## config.mk

```make
export PLATFORM = sky130hd
export DESIGN_NAME = bcd_subtractor_serial_flat
export DESIGN_NICKNAME = d
export VERILOG_FILES = /design/src/rtl/bcd_sub_if.sv /design/src/rtl/bcd_subtractor_serial.sv /design/src/flat_wrapper.sv
export SDC_FILE = /design/constraint.sdc
export NUM_CORES = 1
export LEC_CHECK = 0
export ABC_AREA = 1
export CORE_MARGIN = 10
export CORE_UTILIZATION = 38
export CTS_CLUSTER_SIZE = 28
export DETAILED_ROUTE_END_ITERATION = 8
export DONT_BUFFER_PORTS = 1
export GPL_TIMING_DRIVEN = 0
export PLACE_DENSITY_LB_ADDON = 0.15
export SETUP_SLACK_MARGIN = 0.05
export SYNTH_ARGS = -nofsm -noshare
export SYNTH_HDL_FRONTEND = slang
export SYNTH_SLANG_ARGS = --single-unit
```

## constraint.sdc

```tcl
create_clock -name clk -period 9.4 [get_ports clk]
set_clock_uncertainty 0.1 [all_clocks]
set_input_delay 0.94 -clock clk [delete_from_list [all_inputs] [get_ports clk]]
set_output_delay 0.94 -clock clk [all_outputs]
set_load 0.005 [all_outputs]
```

## src/rtl/bcd_sub_if.sv

```systemverilog
// bcd_sub_if: start/done handshake and operand/result bus for the serial BCD subtractor
interface bcd_sub_if #(parameter int DIGITS = 4);
  logic                start;
  logic [4*DIGITS-1:0] A;
  logic [4*DIGITS-1:0] B;
  logic                Bin;
  logic [4*DIGITS-1:0] Diff;
  logic                Bout;
  logic                busy;
  logic                done;
  logic                err;
  modport master (output start, A, B, Bin, input Diff, Bout, busy, done, err);
  modport slave (input start, A, B, Bin, output Diff, Bout, busy, done, err);
endinterface

```

## src/rtl/bcd_subtractor_serial.sv

```systemverilog
// bcd_subtractor_serial: digit-serial BCD A - B - Bin, LSD first; BCD_SUB_SIGNMAG_EN selects sign-magnitude output
module bcd_subtractor_serial #(
  parameter int DIGITS = 4
) (
  input logic     clk,
  input logic     rst,
  bcd_sub_if.slave bus
);
  localparam int W  = 4 * DIGITS;
  localparam int CW = DIGITS > 1 ? $clog2(DIGITS) : 1;
`ifdef BCD_SUB_SIGNMAG_EN
  typedef enum logic [1:0] {IDLE, CALC, FIN, NEG} state_t;
`else
  typedef enum logic [1:0] {IDLE, CALC, FIN} state_t;
`endif
  state_t state, state_n;
  logic [W-1:0]  a_q, b_q, res_q, res_n, diff_q;
  logic [CW-1:0] cnt_q;
  logic          borrow_q, err_q, bout_q;
  logic [3:0]    m, s, dig;
  logic [5:0]    t;
  logic          neg, last, in_neg, to_neg;

  function automatic logic bad(input logic [W-1:0] v);
    bad = 1'b0;
    for (int i = 0; i < DIGITS; i++) bad |= v[4*i +: 4] > 4'd9;
  endfunction

`ifdef BCD_SUB_SIGNMAG_EN
  assign in_neg = state == NEG;
  assign to_neg = state == CALC && state_n == NEG;
`else
  assign in_neg = 1'b0;
  assign to_neg = 1'b0;
`endif
  assign last     = cnt_q == CW'(DIGITS - 1);
  assign bus.Diff = diff_q;
  assign bus.Bout = bout_q;
  assign bus.busy = state != IDLE;
  assign bus.done = state == FIN;
  assign bus.err  = state == FIN && err_q;

  // one digit of minuend - subtrahend - borrow; NEG pass negates the stored result
  always_comb begin
    m     = in_neg ? 4'd0 : a_q[4*cnt_q +: 4];
    s     = in_neg ? res_q[4*cnt_q +: 4] : b_q[4*cnt_q +: 4];
    t     = {2'b00, m} - {2'b00, s} - {5'd0, borrow_q};
    neg   = t[5];
    dig   = neg ? t[3:0] + 4'd10 : t[3:0];
    res_n = res_q;
    res_n[4*cnt_q +: 4] = dig;
  end

  // state register
  always_ff @(posedge clk or posedge rst) begin
    if (rst) state <= IDLE;
    else     state <= state_n;
  end

  // next-state logic
  always_comb begin
    state_n = state;
    case (state)
      IDLE: state_n = bus.start ? CALC : IDLE;
`ifdef BCD_SUB_SIGNMAG_EN
      CALC: state_n = last ? ((neg && !err_q) ? NEG : FIN) : CALC;
      NEG:  state_n = last ? FIN : NEG;
`else
      CALC: state_n = last ? FIN : CALC;
`endif
      FIN:  state_n = IDLE;
      default: state_n = IDLE;
    endcase
  end

  // operand capture, digit iteration and result publication on entry to FIN
  always_ff @(posedge clk or posedge rst) begin
    if (rst) begin
      a_q      <= '0;
      b_q      <= '0;
      res_q    <= '0;
      diff_q   <= '0;
      cnt_q    <= '0;
      borrow_q <= 1'b0;
      err_q    <= 1'b0;
      bout_q   <= 1'b0;
    end else begin
      if (state == IDLE && bus.start) begin
        a_q      <= bus.A;
        b_q      <= bus.B;
        borrow_q <= bus.Bin;
        cnt_q    <= '0;
        res_q    <= '0;
        err_q    <= bad(bus.A) | bad(bus.B);
      end
      if (state == CALC || in_neg) begin
        res_q    <= res_n;
        cnt_q    <= last ? '0 : cnt_q + 1'b1;
        borrow_q <= to_neg ? 1'b0 : neg;
      end
      if (state_n == FIN && state != FIN) begin
        diff_q <= err_q ? '0 : res_n;
        bout_q <= !err_q && (neg || in_neg);
      end
    end
  end
endmodule

```

## src/flat_wrapper.sv

```systemverilog
// flat-port wrapper written by rule: the top's interface ports become plain ports
module bcd_subtractor_serial_flat 
#(
  parameter int DIGITS = 4
)
  (clk, rst, bus_start, bus_A, bus_B, bus_Bin, bus_Diff, bus_Bout, bus_busy, bus_done, bus_err);
  bcd_sub_if #(.DIGITS(DIGITS)) bus_i ();
  input logic clk;
  input logic rst;
  input wire logic [$bits(bus_i.start)-1:0] bus_start;
  input wire logic [$bits(bus_i.A)-1:0] bus_A;
  input wire logic [$bits(bus_i.B)-1:0] bus_B;
  input wire logic [$bits(bus_i.Bin)-1:0] bus_Bin;
  output wire logic [$bits(bus_i.Diff)-1:0] bus_Diff;
  output wire logic [$bits(bus_i.Bout)-1:0] bus_Bout;
  output wire logic [$bits(bus_i.busy)-1:0] bus_busy;
  output wire logic [$bits(bus_i.done)-1:0] bus_done;
  output wire logic [$bits(bus_i.err)-1:0] bus_err;
  assign bus_i.start = bus_start;
  assign bus_i.A = bus_A;
  assign bus_i.B = bus_B;
  assign bus_i.Bin = bus_Bin;
  assign bus_Diff = bus_i.Diff;
  assign bus_Bout = bus_i.Bout;
  assign bus_busy = bus_i.busy;
  assign bus_done = bus_i.done;
  assign bus_err = bus_i.err;
  bcd_subtractor_serial #(.DIGITS(DIGITS)) u_core (.clk(clk), .rst(rst), .bus(bus_i));
endmodule
```

==> key figures <==
Drt
  – Vias post-DR: 2925
  – Final wirelength: between 9 and 10 mm
  – DRT Pass-1 Iters: 5
  – Drt drc: 0
  – DRT antenna net count: 0
  – Iter 0 DRT Violations: 190
  – Wire per inst: 15.12 µm
  – Via-per-instance ratio: a little under 5

Timing
  – Hold Vio Cnt, Final: 0
  – Fin crit share: 0.3828
  – Final Setup Violations: 0
  – RSZ-0062 raised after global routing: false
  – Period minus WS final: 3.598 ns
  – Max-slew violations: 0
  – Worst-margin pin slew: 0.9040 ns
  – Fmax: 277.9 MHz
  – Slew margin rel.: 0.3974
  – Setup TNS: 0 ns

Logic synthesis
  – Yosys top cell by area: dfrtp_1
  – Area contributors post-synth: dfrtp_1 49%, nand2_1 17%, o21ai_0 6.8%, inv_1 5.4%, ha_1 4.5%
  – Synthesized cell area: 3625 µm²
  – Post-synth top area share: 0.4902
  – Syn nets: 508
  – Sequential fraction of the synthesis area: 0.4902
  – Syn. warnings: 0
  – Avg Inst Size Synth: between 7 and 8 µm²
  – Syn Inst Count: 458
  – FF+latch count, synth: 71
  – Netlist cell types: 37

Worst setup path
  – CP startpoint kind: flop
  – Worst path required time: 9.57 ns
  – CP endpoint kind: flop
  – Setup CP Type: flop to flop
  – Worst EP arrival: 3.77 ns
  – Critical Path Fanout Max: 12

Cells and area
  – Post-Layout Inst Area: 3988 µm²
  – Ant diodes: 0
  – Finished Layout Cells: 603
  – Share of cells above drive strength 1: 0.08861
  – Area Growth Syn to Fin: 10.01%
  – # fillers: 1014
  – Final #Nets: 519

Clocking
  – Clock Latency Late Sink: 0.35 ns
  – Cts repair resizes: 0
  – Post-CTS Hold Buffers: 0
  – Root buffer cell: clkbuf_8
  – # H-tree levels: 3
  – Clk sinks: between 70 and 80
  – Post CTS Setup Buffer Count: 0
  – CTS tree: done
  – CTS buffer count: 9
  – CTS max path bufs: 2
  – Clock-pin slew on the worst setup and hold paths: 0.08 ns

Die
  – Num rows: 35
  – Die Y: 117.7 µm
  – Io pins: 56
  – Initial core utilization: 0.3904
  – Core Box Area: 9284 µm²
  – Die ar.: 13850 µm²
  – Die W: 117.7 µm

Placement
  – Placed instance area: ~3800 µm²
  – Detail Placement HPWL: 6.749 mm
  – IO buf count: 0
  – Placed insts: 587
  – GPL Wtd Cong: 0.7875

GRT
  – GRT Util Overall: 0.1345
  – Global-route wire length before repair: 15.46 mm
  – Initial antenna violation count: 0
  – Largest net degree at the start of global routing: 72
  – Grt total ovfl: 0
  – Vias in the first global route: a little over 3000

Flow run
  – Max Cap Violations: 0

Hold path
  – Min-delay worst type: flop to flop

Status
  – Outcome: completed
per-stage QoR:
stage	util	worst slack [ns]	hold WS, ns
global route	0.4295	5.452	0.3978
detailed placement	0.4081	5.811	0.3652
global placement	0.4078	5.709	0.3618
CTS	0.4295	5.785	0.3861
floorplan	-	6.353	0.3436
finish	0.4295	5.802	0.3811
worst max-delay path, stage by stage (launching register included):
cell and delay (ns):
dfrtp_1 0.52, inv_1 0.13, clkbuf_1 0.47, o21ai_0 0.19, o22ai_1 0.17, ha_1 0.17
inv_1 0.06, fa_1 0.48, inv_1 0.05, ha_1 0.20, xor2_1 0.17, ha_1 0.20
inv_1 0.07, nand4_1 0.11, nand2_2 0.13, nand2_1 0.06, o21ai_1 0.11, nand2_1 0.07
o21ai_0 0.08
worst paths after layout:
path	from	endpoint	slack (ns)	cells past startpoint
min in group asynchronous	rst	u_core.bus.Diff[13]	0.54	1
min	u_core.b_q[8]	u_core.b_q[8]	0.38	2
max	u_core.cnt_q[1]	u_core.res_q[3]	5.80	18
max in group asynchronous	rst	u_core.a_q[12]	8.05	1
min reg2reg	u_core.b_q[8]	u_core.b_q[8]	0.38	2
max reg2reg	u_core.cnt_q[1]	u_core.res_q[3]	5.80	18
sequential cells by signal (all words and copies together) (netlist names):
signal           flops
u_core.a_q          16
u_core.b_q          16
u_core.bus.Diff     16
u_core.res_q        16
u_core.cnt_q         2
u_core.state         2
u_core.borrow_q      1
u_core.bus.Bout      1
u_core.err_q         1
Yosys cell counts:
cell type / number
buf_4: 2
nor2_1: 19
fa_1: 1
xor2_1: 1
o21bai_1: 1
and3_1: 1
nand3b_1: 1
nand3_1: 9
buf_2: 3
a21oi_2: 1
clkbuf_1: 9
nor2_4: 2
nor2_2: 2
nor3_1: 2
clkinv_1: 2
buf_1: 1
a22oi_1: 1
o22ai_1: 8
inv_2: 5
a21o_2: 1
inv_1: 52
o21ai_0: 49
o211ai_1: 1
ha_1: 13
dfrtp_1: 71
nand2_4: 1
a21oi_1: 12
nand2_2: 5
nor4_1: 1
o21ai_1: 5
a32oi_1: 1
xor2_2: 1
nand4_1: 9
o21ai_2: 2
nand3_2: 1
a32o_1: 1
nand2_1: 161
layer usage:
| metal | share of wire | GRT usage | vias to the layer above |
|---|---|---|---|
| met5 | 0 | 0 | - |
| met4 | 0.0050 | 0.03632 | 0 |
| met3 | 0.048 | 0.04077 | 4 |
| met2 | 0.47 | 0.2175 | 71 |
| met1 | 0.47 | 0.1699 | 1363 |
| li1 | - | - | 1487 |
layout by cell type (no fill, tap or decap), drive strengths merged, types with 3 or more instances in the layout:
master      n
o22ai       8
a21oi      13
clkinv      3
dfrtp      71
nand2     167
o21ai      56
nand4       9
buf         6
clkinvlp    3
inv        57
nor2       23
clkbuf     20
nand3      10
ha         13
final cells by class:
type | instances | area [µm²] | area share
inverters | 59 | 224.0 | 0.05617
flip-flops and latches | 71 | 1777 | 0.4456
clock inverters | 5 | 57.56 | 0.01443
clock buffers | 11 | 141.4 | 0.03546
plain buffers | 15 | 67.56 | 0.01694
multi-input cells | 313 | 1559 | 0.3910
well taps | 129 | 161.4 | 0.04048
cells by family (layout without fill, tap and decap cells):
logic type / count (synthesis) / in the layout / share of synthesized area
flip-flops: 71 / 71 / 0.4902
adder cells (fa/ha/maj): 14 / 14 / 0.05040
AO/OA/AOI/OAI: 83 / 83 / 0.1260
AND/OR/NAND/NOR: 214 / 214 / 0.2468
buffers and inverters: 74 / 90 / 0.07974
XOR/XNOR: 2 / 2 / 0.006905
Power is not shown: default switching activity piles up to over one toggle a cycle in this logic, so the estimate is an artifact.
